[src/rtl/sprite_pkg.sv]
// Shared definitions for the sprite motion engine: FSM states, attribute
// record layout and flag bit positions.
package sprite_pkg;

    typedef enum logic [2:0] {
        ST_IDLE   = 3'd0,
        ST_RD_FL  = 3'd1,
        ST_GET_FL = 3'd2,
        ST_UPD_X  = 3'd3,
        ST_RD_M   = 3'd4,
        ST_UPD_M  = 3'd5,
        ST_WR_FL  = 3'd6,
        ST_NEXT   = 3'd7
    } state_t;

    localparam int FL_EN      = 0;
    localparam int FL_DIR     = 1;
    localparam int FL_ANIM_DN = 2;

    localparam int OFS_X      = 0;
    localparam int OFS_Y      = 1;
    localparam int OFS_FRAME  = 2;
    localparam int OFS_FLAGS  = 3;

    localparam int FRAME_STANDING = 0;

endpackage

[src/rtl/tick_gen.sv]
// Free-running divider: counts 0..TICK_COUNT-1 and raises tick for the one
// cycle in which the count sits at its last value.
module tick_gen #(
    parameter int TICK_COUNT = 12500000
) (
    input  logic clk,
    input  logic reset,
    output logic tick
);

    localparam int CW = (TICK_COUNT > 1) ? $clog2(TICK_COUNT) : 1;
    localparam logic [CW-1:0] LAST = CW'(TICK_COUNT - 1);

    logic [CW-1:0] count_reg;

    always_ff @(posedge clk or negedge reset) begin
        if (!reset) begin
            count_reg <= '0;
        end else if (count_reg == LAST) begin
            count_reg <= '0;
        end else begin
            count_reg <= count_reg + 1'b1;
        end
    end

    assign tick = (count_reg == LAST);

endmodule

[src/rtl/sprite_mover.sv]
// Periodic multi-sprite mover: once per tick, walks the attribute records,
// advances X with stop/bounce edge handling and ping-pongs the walk frame.
module sprite_mover
    import sprite_pkg::*;
#(
    parameter int DATA_WIDTH  = 16,
    parameter int ADDR_WIDTH  = 16,
    parameter int NUM_SPRITES = 4,
    parameter int BASE_ADDR   = 'h1000,
    parameter int STRIDE      = 4,
    parameter int TICK_COUNT  = 12500000,
    parameter int STEP        = 4,
    parameter int X_MIN       = 0,
    parameter int X_MAX       = 500,
    parameter int NUM_FRAMES  = 4,
    parameter int BOUNCE      = 0
) (
    input  logic                  clk,
    input  logic                  reset,
    input  logic                  pause,
    input  logic [DATA_WIDTH-1:0] data_in,
    output logic [ADDR_WIDTH-1:0] addr,
    output logic [DATA_WIDTH-1:0] data_out,
    output logic                  we,
    output logic                  busy,
    output logic                  done,
    output logic                  overrun
);

    localparam int IW = (NUM_SPRITES > 1) ? $clog2(NUM_SPRITES) : 1;
    localparam int XW = DATA_WIDTH + 1;
    localparam logic [IW-1:0] LAST_IDX = IW'(NUM_SPRITES - 1);

    state_t                  state_reg, state_next;
    logic [IW-1:0]           idx_reg, idx_next;
    logic [DATA_WIDTH-1:0]   flags_reg, flags_next;
    logic                    stop_reg, stop_next;
    logic                    pending_reg;
    logic                    done_reg;
    logic                    overrun_reg;
    logic                    tick;
    logic                    sweep_start;
    logic                    sweep_end;

    logic [ADDR_WIDTH-1:0]   rec_addr;
    logic [XW-1:0]           x_ext;
    logic [XW-1:0]           x_up;
    logic [DATA_WIDTH-1:0]   x_new;
    logic                    x_edge;
    logic [DATA_WIDTH-1:0]   frame_new;
    logic                    anim_dn_new;

    tick_gen #(
        .TICK_COUNT(TICK_COUNT)
    ) u_tick (
        .clk  (clk),
        .reset(reset),
        .tick (tick)
    );

    assign rec_addr = ADDR_WIDTH'(BASE_ADDR) + ADDR_WIDTH'(idx_reg) * ADDR_WIDTH'(STRIDE);

    // X is widened by one bit so a step past the top of the word range
    // still compares correctly against X_MAX.
    assign x_ext = {1'b0, data_in};
    assign x_up  = x_ext + XW'(STEP);

    always_comb begin
        x_new  = '0;
        x_edge = 1'b0;
        if (!flags_reg[FL_DIR]) begin
            if (x_up >= XW'(X_MAX)) begin
                x_edge = 1'b1;
                x_new  = DATA_WIDTH'(X_MAX);
            end else begin
                x_new  = x_up[DATA_WIDTH-1:0];
            end
        end else begin
            if (x_ext < XW'(X_MIN + STEP)) begin
                x_edge = 1'b1;
                x_new  = DATA_WIDTH'(X_MIN);
            end else begin
                x_new  = data_in - DATA_WIDTH'(STEP);
            end
        end
    end

    // Ping-pong walk cycle 1..NUM_FRAMES-1; out-of-range frames fall back
    // to standing so a corrupted record self-heals.
    always_comb begin
        frame_new   = '0;
        anim_dn_new = flags_reg[FL_ANIM_DN];
        if (stop_reg) begin
            frame_new = DATA_WIDTH'(FRAME_STANDING);
        end else if (data_in == DATA_WIDTH'(FRAME_STANDING)) begin
            frame_new   = DATA_WIDTH'(1);
            anim_dn_new = 1'b0;
        end else if (data_in >= DATA_WIDTH'(NUM_FRAMES)) begin
            frame_new   = DATA_WIDTH'(FRAME_STANDING);
            anim_dn_new = 1'b0;
        end else if (!flags_reg[FL_ANIM_DN]) begin
            frame_new = data_in + 1'b1;
            if (frame_new == DATA_WIDTH'(NUM_FRAMES - 1)) begin
                anim_dn_new = 1'b1;
            end
        end else begin
            frame_new = data_in - 1'b1;
            if (frame_new == DATA_WIDTH'(1)) begin
                anim_dn_new = 1'b0;
            end
        end
    end

    always_comb begin
        state_next  = state_reg;
        idx_next    = idx_reg;
        flags_next  = flags_reg;
        stop_next   = stop_reg;
        addr        = '0;
        data_out    = '0;
        we          = 1'b0;
        sweep_start = 1'b0;
        sweep_end   = 1'b0;
        case (state_reg)
            ST_IDLE: begin
                if (pending_reg && !pause) begin
                    sweep_start = 1'b1;
                    idx_next    = '0;
                    state_next  = ST_RD_FL;
                end
            end
            ST_RD_FL: begin
                addr       = rec_addr + ADDR_WIDTH'(OFS_FLAGS);
                state_next = ST_GET_FL;
            end
            ST_GET_FL: begin
                addr       = rec_addr + ADDR_WIDTH'(OFS_X);
                flags_next = data_in;
                state_next = data_in[FL_EN] ? ST_UPD_X : ST_NEXT;
            end
            ST_UPD_X: begin
                addr       = rec_addr + ADDR_WIDTH'(OFS_X);
                we         = 1'b1;
                data_out   = x_new;
                if (x_edge) begin
                    if (BOUNCE != 0) begin
                        flags_next[FL_DIR] = ~flags_reg[FL_DIR];
                    end else begin
                        flags_next[FL_EN] = 1'b0;
                        stop_next         = 1'b1;
                    end
                end
                state_next = ST_RD_M;
            end
            ST_RD_M: begin
                addr       = rec_addr + ADDR_WIDTH'(OFS_FRAME);
                state_next = ST_UPD_M;
            end
            ST_UPD_M: begin
                addr                   = rec_addr + ADDR_WIDTH'(OFS_FRAME);
                we                     = 1'b1;
                data_out               = frame_new;
                flags_next[FL_ANIM_DN] = anim_dn_new;
                state_next             = ST_WR_FL;
            end
            ST_WR_FL: begin
                addr       = rec_addr + ADDR_WIDTH'(OFS_FLAGS);
                we         = 1'b1;
                data_out   = flags_reg;
                stop_next  = 1'b0;
                state_next = ST_NEXT;
            end
            ST_NEXT: begin
                if (idx_reg == LAST_IDX) begin
                    sweep_end  = 1'b1;
                    state_next = ST_IDLE;
                end else begin
                    idx_next   = idx_reg + 1'b1;
                    state_next = ST_RD_FL;
                end
            end
            default: begin
                state_next = ST_IDLE;
            end
        endcase
    end

    // A tick landing on the same cycle the pending one is consumed re-arms
    // pending rather than counting as an overrun.
    always_ff @(posedge clk or negedge reset) begin
        if (!reset) begin
            state_reg   <= ST_IDLE;
            idx_reg     <= '0;
            flags_reg   <= '0;
            stop_reg    <= 1'b0;
            pending_reg <= 1'b0;
            done_reg    <= 1'b0;
            overrun_reg <= 1'b0;
        end else begin
            state_reg   <= state_next;
            idx_reg     <= idx_next;
            flags_reg   <= flags_next;
            stop_reg    <= stop_next;
            pending_reg <= tick | (pending_reg & ~sweep_start);
            overrun_reg <= tick & pending_reg & ~sweep_start;
            done_reg    <= sweep_end;
        end
    end

    assign busy    = (state_reg != ST_IDLE);
    assign done    = done_reg;
    assign overrun = overrun_reg;

endmodule

[config.mk]
export PLATFORM = sky130hd
export DESIGN_NAME = sprite_mover
export DESIGN_NICKNAME = d
export VERILOG_FILES = /design/src/rtl/sprite_pkg.sv /design/src/rtl/tick_gen.sv /design/src/rtl/sprite_mover.sv
export SDC_FILE = /design/constraint.sdc
export NUM_CORES = 1
export LEC_CHECK = 0
export BUFFER_PORTS_ARGS = -buffer_cell sky130_fd_sc_hd__buf_2
export CAP_MARGIN = 20
export CORE_MARGIN = 4
export CORE_UTILIZATION = 30
export DETAILED_ROUTE_END_ITERATION = 8
export PLACE_DENSITY = 0.43
export SLEW_MARGIN = 40
export SYNTH_ARGS = -nofsm -noshare
export SYNTH_HDL_FRONTEND = slang
export SYNTH_HIERARCHICAL = 1
export SYNTH_SLANG_ARGS = --single-unit
[constraint.sdc]
create_clock -name clk -period 7.9 [get_ports clk]
set_input_delay 2.37 -clock clk [delete_from_list [all_inputs] [get_ports clk]]
set_output_delay 2.37 -clock clk [all_outputs]
set_load 0.02 [all_outputs]
**After elaboration in Yosys (flattened, before gate mapping)**

Index checks and enable logic that the tools add are counted.

- Register bits after elaboration: 49
- Word-level logic and storage cells: 95
- Input port bits: 19

- Bitwise operators: 5
- Add/subtract/negate cells: 9
- Magnitude comparators: 3
- Multiplexer cells: 36
- Reduce and logical (&&, ||, !) cells: 17
- Equal/unequal tests: 15

Operators by type and width:

| kind | count |
|---|---|
| 2-to-1 mux 16 bit | 7 |
| case mux 16 bit (3 select lines) | 1 |
| case mux 15 bit (3 select lines) | 1 |
| adder 14 x 2 -> 15 bit, second input constant | 2 |
| adder 24 x 1 -> 24 bit, second input constant | 1 |
| equality test 24 bit, second input constant | 1 |
| 2-to-1 mux 24 bit | 1 |
| case mux 3 bit (8 select lines) | 1 |
| adder 16 x 3 -> 17 bit, second input constant | 1 |
| >= comparator 17 x 9 -> 1 bit, second input constant | 1 |
| 2-to-1 mux 1 bit | 17 |
| adder 16 x 1 -> 16 bit, second input constant | 1 |
| equality test 16 x 1 -> 1 bit, second input constant | 1 |
| equality test 16 x 2 -> 1 bit, second input constant | 1 |
| >= comparator 16 x 3 -> 1 bit, second input constant | 1 |
| logical NOT 16 bit | 1 |
| < comparator 16 x 3 -> 1 bit, second input constant | 1 |
| subtractor 16 x 1 -> 16 bit, second input constant | 1 |
| subtractor 16 x 3 -> 16 bit, second input constant | 1 |
| adder 13 x 4 -> 14 bit, first input constant | 1 |
| equality test 3 bit, second input constant | 4 |
| != test 2 bit, second input constant | 4 |
| nonzero test 2 bit | 4 |
| equality test 3 x 2 -> 1 bit, second input constant | 2 |
| 18 further kinds | 28 |

**Logic depth before layout (Yosys ltp)**

Gate-level depths: netlist (run 1).

- Depth after elaboration: 8
- Mapped depth: 10

**Hierarchy**

The synthesis (run 1) kept the hierarchy.

Modules (own cells, without submodules):

| module | area each (um2) | times used | cells each |
|---|---|---|---|
| sprite_mover | 2,949.1 | 1 | 395 |
| tick_gen | 1,177.4 | 1 | 116 |

**Worst setup path before layout (run 1)**

OpenSTA, ideal clock, no wires.

- Path type: input port to output port
- From: input port data_in[3]
- To: output port data_out[4]
- Path slack: 0.893 ns
- Arrival time: 4.637 ns
- Stages on the path: 10
- Cell sequence: clkbuf_1 inv_1 ha_1 buf_2 or3b_1 nor3_2 a31oi_2 a31o_2 a2111oi_0 o21ai_1

- Word-level cells in the longest chain between the ends: 6
- Elaborated cells on any way between the ends: 16

Ends and longest elaborated chain:

| what | line | source |
|---|---|---|
| from (decl) | sprite_mover.sv:21 | `input logic [DATA_WIDTH-1:0] data_in,` |
| branches (longest 5 deep; another with adder 16 x 3 -> 17 bit) | n/a |  |
| case mux 16 bit (3 select lines) (*) | sprite_mover.sv:124 | `case (state_reg)` |
| to (decl) | sprite_mover.sv:23 | `output logic [DATA_WIDTH-1:0] data_out,` |

Mark *: on every way between the ends.

**Final worst setup path (run 1)**

- From: input port data_in[2]
- To: output port data_out[4]

The elaborated chain is that of the path after synthesis.

==> results of run 1 <==
[synthesized netlist by cell type (7+ instances only)]
library cell / instances
o31ai_1: 12
nor3_1: 11
a31oi_1: 7
xor2_1: 20
nand3_1: 23
ha_1: 11
nor4_1: 16
and3_1: 11
xnor2_1: 22
inv_1: 12
or4_1: 8
a21oi_1: 22
dfrtp_1: 49
nor2_1: 35
nand4_1: 18
clkbuf_1: 19
nand2_1: 64
mux2_2: 13
or3_1: 11
o21ai_0: 18
buf_4: 13
[layer usage]
metal  routed length [um]  up-vias  GRT usage
li1                     -     1915          -
met1                 5930     1943      0.224
met2                 6300      112      0.276
met3                  587       18     0.0264
met4                  257        0     0.0504
met5                    0        -          0
[cell families (layout without fill, tap and decap cells)]
family,after synthesis,count (layout),share of synthesized area
AO/OA/AOI/OAI,106,106,0.173
XOR/XNOR,42,42,0.0891
adder cells (fa/ha/maj),11,11,0.0334
buffers and inverters,57,72,0.0673
flip-flops,49,49,0.297
multiplexers,15,15,0.0403
other,1,11,0.000909
AND/OR/NAND/NOR,230,230,0.299
[worst max-delay path: stages]
cell,delay [ps]
buf_2,200
inv_1,180
ha_1,370
nor3b_1,370
nand4_1,350
o21ai_1,290
o31ai_1,110
a2111oi_0,470
o21ai_1,160
buf_2,180
[report_power, final]
part           internal [mW]  switching (mW)
combinational          0.193           0.302
sequential             0.311          0.0816
clock                  0.124          0.0922
[final timing paths]
check | startpoint | to | slack [ps] | cells past startpoint
hold reg to reg | u_tick/count_reg[0]$_DFF_PN0_ | u_tick/count_reg[0]$_DFF_PN0_ | 490 | 1
min in group asynchronous | reset | u_tick/count_reg[11]$_DFF_PN0_ | 2190 | 2
max in group asynchronous | reset | state_reg[0]$_DFFE_PN0P_ | 5270 | 2
setup / recovery | data_in[2] | data_out[4] | 470 | 10
setup reg to reg | u_tick/count_reg[0]$_DFF_PN0_ | u_tick/count_reg[20]$_DFF_PN0_ | 5820 | 5
hold / removal | u_tick/count_reg[0]$_DFF_PN0_ | u_tick/count_reg[0]$_DFF_PN0_ | 490 | 1
[area by class of cell]
| class | instances | area [um2] | area share |
|---|---|---|---|
| clock inverters | 1 | 7.51 | 0.00163 |
| inverters | 13 | 48.8 | 0.0106 |
| clock buffers | 6 | 139 | 0.0302 |
| multi-input cells | 415 | 2670 | 0.581 |
| flip-flops and latches | 49 | 1230 | 0.266 |
| repair buffers | 52 | 287 | 0.0623 |
| well taps | 176 | 220 | 0.0479 |
[metrics by stage]
step | setup slack, ps | area [um2] | utilization | std cells
3_3_place_gp | 515 | 4440 | 0.333 | 704
5_1_grt | 210 | 4600 | 0.345 | 712
3_5_place_dp | 483 | 4460 | 0.334 | 705
2_1_floorplan | 893 | 4160 | - | 521
4_1_cts | 476 | 4600 | 0.345 | 712
6_report | 468 | 4600 | 0.345 | 712
==> results_dict.tcl, run 1 <==
set metrics [dict create \
    cts_hold_buf 0 \
    netlist_top_cells_area "dfrtp_1, nand2_1, xnor2_1" \
    crit_arrival_ps 5060 \
    coreArea_mm2 0.0133 \
    detailedRoute.firstPassIterationCount 5 \
    die_area_mm2 0.0157 \
    std_cell_rows 42 \
    period_minus_slack_ps 7430 \
    ant_nets 0 \
    path_clk_slew_ps 60 \
    hpwl_um 9520 \
    ys_warn_count 6 \
    hold_violations 0 \
    track_usage 0.167 \
    fillerInstances 1458 \
    drt_iter0_drc 218 \
    ios 55 \
    min_period_over_period 0.941 \
    synth_seq_area_share 0.297 \
    clock.fmax_mhz 135 \
    synth_cells 511 \
    crit_path_start_kind "input port" \
    fin_setup_tns_ps 0 \
    nNetsFinal 566 \
    synthToLayoutAreaGrowth_pct 11.5 \
    place.gp.congestion 0.927 \
    cts_setup_buffers 0 \
    grt_antenna_before_repair 0 \
    largest_reg_flops 24 \
    drc 0 \
    grt_pass1_wl_um 21600 \
    grt_max_degree 50 \
    slew_headroom 0.427 \
    ys_types 67 \
    syn_area_mm2 0.00413 \
    hold_class "register to register" \
    endpoint_kind "primary output" \
    holdWs_ps 490 \
    yosys.area.top_type "dfrtp_1" \
    routed_via_density 5.60 \
    via_count 3988 \
    clock-skew-final_ps 4.14 \
    status "finished, final reports clean" \
    cts_tree "done" \
    cts.sinks 49 \
    clkLatencyLatePin_ps 290 \
    p_per_area_mw_per_mm2 240 \
    die_y_um 125 \
    worstSetupPathType "input port to primary output" \
    final_common_cell "nand2_1" \
    avgSynthCellArea_um2 8.08 \
    grt.overflow.total 0 \
    irDropWorstVdd_mv 0.166 \
    start_util 0.309 \
    maxSlewViolCount 0 \
    synth_top_flop_cell "dfrtp_1" \
    async_flop_share 1.00 \
    final_cell_mix "nand2_1, dfrtp_1, buf_2" \
    tightestPinTransition_ps 838 \
    p_leak_nw 1.84 \
    cp_max_fo 17 \
    wire_per_inst_um 18.4 \
    synth_top_area_frac 0.297 \
    diodes 0 \
    synth-edff-count 0 \
    cap_violations 0 \
    chipWidth_um 125 \
    grt_pass1_vias 3963 \
    clock_path_buffers 2 \
    cts_resized 0 \
    cts_root_buffer "clkbuf_16" \
    drt-total-wl_um 13100 \
    rsz0062_at_grt "no" \
    cts_max_level 2 \
    port_buffers 43 \
    worstPathRequired_ps 5530 \
    setup-violations-final 0 \
    p_total_mw 1.10 \
    layout-drive-gt1-share 0.164 \
    ys_ff_latch 49 \
    numCtsBuffers 5 \
]
(Power assumes the default switching activity.)
==> run 2, diff against run 1 <==
--- a/config.mk
+++ b/config.mk
@@ -5,12 +5,15 @@
 export SDC_FILE = /design/constraint.sdc
 export NUM_CORES = 1
 export LEC_CHECK = 0
+export ABC_AREA = 1
 export BUFFER_PORTS_ARGS = -buffer_cell sky130_fd_sc_hd__buf_2
 export CAP_MARGIN = 20
 export CORE_MARGIN = 4
 export CORE_UTILIZATION = 30
+export CTS_CLUSTER_SIZE = 16
 export DETAILED_ROUTE_END_ITERATION = 8
 export PLACE_DENSITY = 0.43
+export RECOVER_POWER = 50
 export SLEW_MARGIN = 40
 export SYNTH_ARGS = -nofsm -noshare
 export SYNTH_HDL_FRONTEND = slang
==> results_dict.tcl, run 2 <==
set metrics [dict create \
    pre_cts_slack_ps 908 \
    p_total_mw 1.09 \
    slew_headroom -0.879 \
    irDropWorstVdd_mv 0.0775 \
    start_util 0.312 \
    fin_setup_tns_ps 0 \
    diodes 0 \
    synth_top_area_frac 0.267 \
    ant_nets 0 \
    clkLatencyLatePin_ps 290 \
    grt_antenna_before_repair 0 \
    std_cell_rows 44 \
    stdcell_count 942 \
    ys_types 41 \
    cap_violations 1 \
    detailedRoute.firstPassIterationCount 5 \
    numCtsBuffers 5 \
    synth_cells 720 \
    grt_pass1_vias 4528 \
    p_leak_nw 2.48 \
    ios 55 \
    cp_max_fo 9 \
    crit_path_start_kind "input port" \
    clock.fmax_mhz 142 \
    hpwl_um 11600 \
    placed_cells 934 \
    layout-drive-gt1-share 0.113 \
    synth_top_flop_cell "dfrtp_1" \
    place.gp.congestion 0.950 \
    coreArea_mm2 0.0148 \
    fin_util 0.342 \
    die_y_um 132 \
    via_count 4601 \
    fillerInstances 1663 \
    hold_class "register to register" \
    final_common_cell "nand2_1" \
    synth_most_common_cell "nand2_1" \
    track_usage 0.166 \
    clock-skew-final_ps 6.86 \
    async_flop_share 1.00 \
    path_clk_slew_ps 70 \
    fin_ws_ps 875 \
    grt_pass1_wl_um 23500 \
    clock_path_buffers 2 \
    cts_resized 0 \
    violations "max-capacitance violations, max-slew violations" \
    synthToLayoutAreaGrowth_pct 9.71 \
    cts_hold_buf 0 \
    ys_ff_latch 49 \
    netlist_top_cells_area "dfrtp_1, nand2_1, nor2_1" \
    final_cell_mix "nand2_1, nor2_1, inv_1" \
    status "finished, violations left" \
    ys_warn_count 6 \
    yosys.area.top_type "dfrtp_1" \
    cts_root_buffer "clkbuf_16" \
    tightestPinTransition_ps 2820 \
    worstPathRequired_ps 5530 \
    drt-total-wl_um 14500 \
    grt_max_degree 50 \
    cts.sinks 49 \
    final_cell_area_mm2 0.00504 \
    nNetsFinal 787 \
    min_period_over_period 0.889 \
    synth_seq_area_share 0.267 \
    period_minus_slack_ps 7020 \
    post_dp_cell_area_mm2 0.00491 \
    chipWidth_um 132 \
    largest_reg_flops 24 \
    routed_via_density 4.88 \
    endpoint_kind "primary output" \
    rsz0062_at_grt "no" \
    port_buffers 43 \
    p_per_area_mw_per_mm2 216 \
    cts_max_level 2 \
    die_area_mm2 0.0174 \
    cts_setup_buffers 0 \
    holdWs_ps 459 \
    maxSlewViolCount 50 \
    drc 0 \
    synth-edff-count 0 \
    grt.overflow.total 0 \
    wire_per_inst_um 15.4 \
    drt_iter0_drc 343 \
    crit_arrival_ps 4650 \
    setup-violations-final 0 \
    ys_top_cells_by_count "nand2_1, nor2_1, inv_1" \
    cts_tree "done" \
    syn_area_mm2 0.00460 \
    worstSetupPathType "input port to primary output" \
    hold_violations 0 \
    avgSynthCellArea_um2 6.39 \
]
==> run 2: per-layer routing <==
layer | global-route usage | wire length (um) | vias up
met3 | 0.0172 | 519 | 23
met1 | 0.201 | 6220 | 2144
met4 | 0.0525 | 350 | 0
li1 | - | - | 2318
met5 | 0 | 0 | -
met2 | 0.306 | 7420 | 116
==> run 2: power breakdown <==
group          internal, mW  switching, mW
logic                 0.144          0.332
registers             0.309         0.0566
clock network         0.150          0.101
total                 0.603          0.489
==> run 2: layout make-up <==
type / instances / area, um2 / area share
multi-input cells: 566 / 2860 / 0.567
clock inverters: 2 / 38.8 / 0.00769
flip-flops and latches: 49 / 1230 / 0.243
inverters: 89 / 335 / 0.0665
repair buffers: 46 / 225 / 0.0446
clock buffers: 6 / 129 / 0.0255
well taps: 184 / 230 / 0.0456
==> run 2: final timing paths <==
| check | from | endpoint | slack [ps] | depth (start not counted) |
|---|---|---|---|---|
| hold / removal | u_tick/count_reg[0]$_DFF_PN0_ | u_tick/count_reg[0]$_DFF_PN0_ | 460 | 1 |
| setup / recovery | data_in[2] | data_out[5] | 880 | 12 |
| max in group asynchronous | reset | overrun$_DFF_PN0_ | 3240 | 2 |
| setup reg to reg | flags_reg[2]$_DFFE_PN0P_ | flags_reg[2]$_DFFE_PN0P_ | 5680 | 9 |
| min in group asynchronous | reset | u_tick/count_reg[23]$_DFF_PN0_ | 3090 | 2 |
| hold reg to reg | u_tick/count_reg[0]$_DFF_PN0_ | u_tick/count_reg[0]$_DFF_PN0_ | 460 | 1 |
==> run 2: cell families (layout without fill, tap and decap cells) <==
family / Yosys count / count (layout) / synth area share
flops: 49 / 49 / 0.267
buf+inv: 115 / 143 / 0.115
other cells: 1 / 11 / 0.000816
simple gates: 441 / 441 / 0.431
xor+xnor: 43 / 43 / 0.0819
compound gates: 60 / 60 / 0.0748
fa+ha+maj: 11 / 11 / 0.0299
==> run 2: critical path: stages <==
cell,delay (ps)
buf_2,180
inv_1,210
ha_1,350
nand2_2,130
nor2_2,150
inv_1,70
nor2_2,120
nand3_1,130
nor3_4,320
nand2_2,150
o211ai_1,260
buf_2,210
==> run 3, diff against run 2 <==
--- a/config.mk
+++ b/config.mk
@@ -8,11 +8,13 @@
 export ABC_AREA = 1
 export BUFFER_PORTS_ARGS = -buffer_cell sky130_fd_sc_hd__buf_2
 export CAP_MARGIN = 20
+export CELL_PAD_IN_SITES_DETAIL_PLACEMENT = 1
+export CELL_PAD_IN_SITES_GLOBAL_PLACEMENT = 1
 export CORE_MARGIN = 4
 export CORE_UTILIZATION = 30
 export CTS_CLUSTER_SIZE = 16
 export DETAILED_ROUTE_END_ITERATION = 8
-export PLACE_DENSITY = 0.43
+export PLACE_DENSITY = 0.57
 export RECOVER_POWER = 50
 export SLEW_MARGIN = 40
 export SYNTH_ARGS = -nofsm -noshare
==> results_dict.tcl, run 3 (synthesis results as in run 2) <==
set metrics [dict create \
    irDropWorstVdd_mv 0.0836 \
    grt_pass1_vias 4824 \
    final_common_cell "nand2_1" \
    diodes 0 \
    cap_violations 1 \
    p_total_mw 1.12 \
    grt_antenna_before_repair 0 \
    ant_nets 0 \
    p_leak_nw 2.48 \
    status "finished, violations left" \
    clock_path_buffers 2 \
    grt.overflow.total 0 \
    cts_tree "done" \
    drc 0 \
    hold_class "register to register" \
    slowest_stage "clkbuf_1" \
    fin_setup_tns_ps 0 \
    drt-total-wl_um 16000 \
    clock-skew-final_ps 10.4 \
    holdWs_ps 465 \
    ios 55 \
    path_clk_slew_ps 70 \
    crit_arrival_ps 4600 \
    detailedRoute.firstPassIterationCount 4 \
    start_util 0.312 \
    cts_hold_buf 0 \
    drt_iter0_drc 236 \
    cp_common_cell "nand2_1" \
    std_cell_rows 44 \
    die_area_mm2 0.0174 \
    hpwl_um 12900 \
    crit_path_start_kind "input port" \
    die_y_um 132 \
    fin_ws_ps 935 \
    critPathMaxStageDelay_ps 430 \
    worstSetupPathType "input port to primary output" \
    wire_per_inst_um 17.0 \
    port_buffers 43 \
    grt_pass1_wl_um 26000 \
    cp_max_fo 8 \
    grt_max_degree 50 \
    numCtsBuffers 5 \
    maxSlewViolCount 50 \
    crit_chain "clkbuf_1, nand2_1, nor2_2, nand2_1, xor2_1, nand2_1, nor2_1, nand3_2, nand2_2, nand2_2, o21bai_1, buf_2" \
    cts_max_level 2 \
    cts_resized 0 \
    pre_cts_slack_ps 980 \
    chipWidth_um 132 \
    via_count 4590 \
    rsz0062_at_grt "no" \
    clkLatencyLatePin_ps 300 \
    endpoint_kind "primary output" \
    cts_root_buffer "clkbuf_16" \
    period_minus_slack_ps 6970 \
    fin_util 0.342 \
    cts.sinks 49 \
    worstPathRequired_ps 5530 \
    place.gp.congestion 0.898 \
    min_period_over_period 0.882 \
    tightestPinTransition_ps 2780 \
    cts_setup_buffers 0 \
    violations "max-capacitance violations, max-slew violations" \
    coreArea_mm2 0.0148 \
    clock.fmax_mhz 144 \
    layout-drive-gt1-share 0.112 \
    largest_reg_flops 24 \
    setup-violations-final 0 \
    synthToLayoutAreaGrowth_pct 9.80 \
    p_per_area_mw_per_mm2 223 \
    routed_via_density 4.88 \
    slew_headroom -0.852 \
    nNetsFinal 786 \
    final_cell_mix "nand2_1, nor2_1, inv_1" \
    hold_violations 0 \
    track_usage 0.186 \
]
==> run 3: layer usage <==
metal  GRT usage  share of wire  up-vias
met3      0.0302          0.035       18
met4      0.0473          0.015        0
met1       0.214           0.41     2199
li1            -              -     2311
met2       0.356           0.54       62
met5           0              0        -
==> run 3: metrics by stage <==
stage | area (um2) | cells
2_1_floorplan | 4640 | 730
3_3_place_gp | 4900 | 933
3_5_place_dp | 4900 | 933
4_1_cts | 5080 | 941
5_1_grt | 5050 | 941
6_report | 5050 | 941
==> run 3: report_power, final <==
group,leakage (nW),switching (mW),internal [mW]
Clock,0.0890,0.110,0.161
Combinational,1.76,0.342,0.143
Sequential,0.631,0.0601,0.309
Total,2.48,0.512,0.613
==> run 3: path summary, 6_finish.rpt <==
check                                         startpoint                              to  slack, ps  cells after the start
max in group asynchronous                          reset  u_tick/count_reg[21]$_DFF_PN0_       3270                      2
min in group asynchronous                          reset       flags_reg[10]$_DFFE_PN0P_       3040                      2
min                        u_tick/count_reg[0]$_DFF_PN0_   u_tick/count_reg[0]$_DFF_PN0_        470                      1
max reg2reg                     flags_reg[2]$_DFFE_PN0P_        flags_reg[2]$_DFFE_PN0P_       5610                      9
min reg2reg                u_tick/count_reg[0]$_DFF_PN0_   u_tick/count_reg[0]$_DFF_PN0_        470                      1
max                                           data_in[5]                     data_out[3]        930                     12
==> run 3: final cells by class <==
cell class	count	area (um2)
inverters	89	335
clock buffers	6	139
well taps	184	230
fillers	1946	9710
repair buffers	45	216
flip-flops and latches	49	1230
clock inverters	2	41.3
multi-input cells	566	2860
==> run 3: worst max-delay path: cells and delay by family <==
kind | cells | cell delay (ps)
AND/OR/NAND/NOR | 8 | 1300
buffers and inverters | 2 | 620
XOR/XNOR | 1 | 170
AO/OA/AOI/OAI | 1 | 150
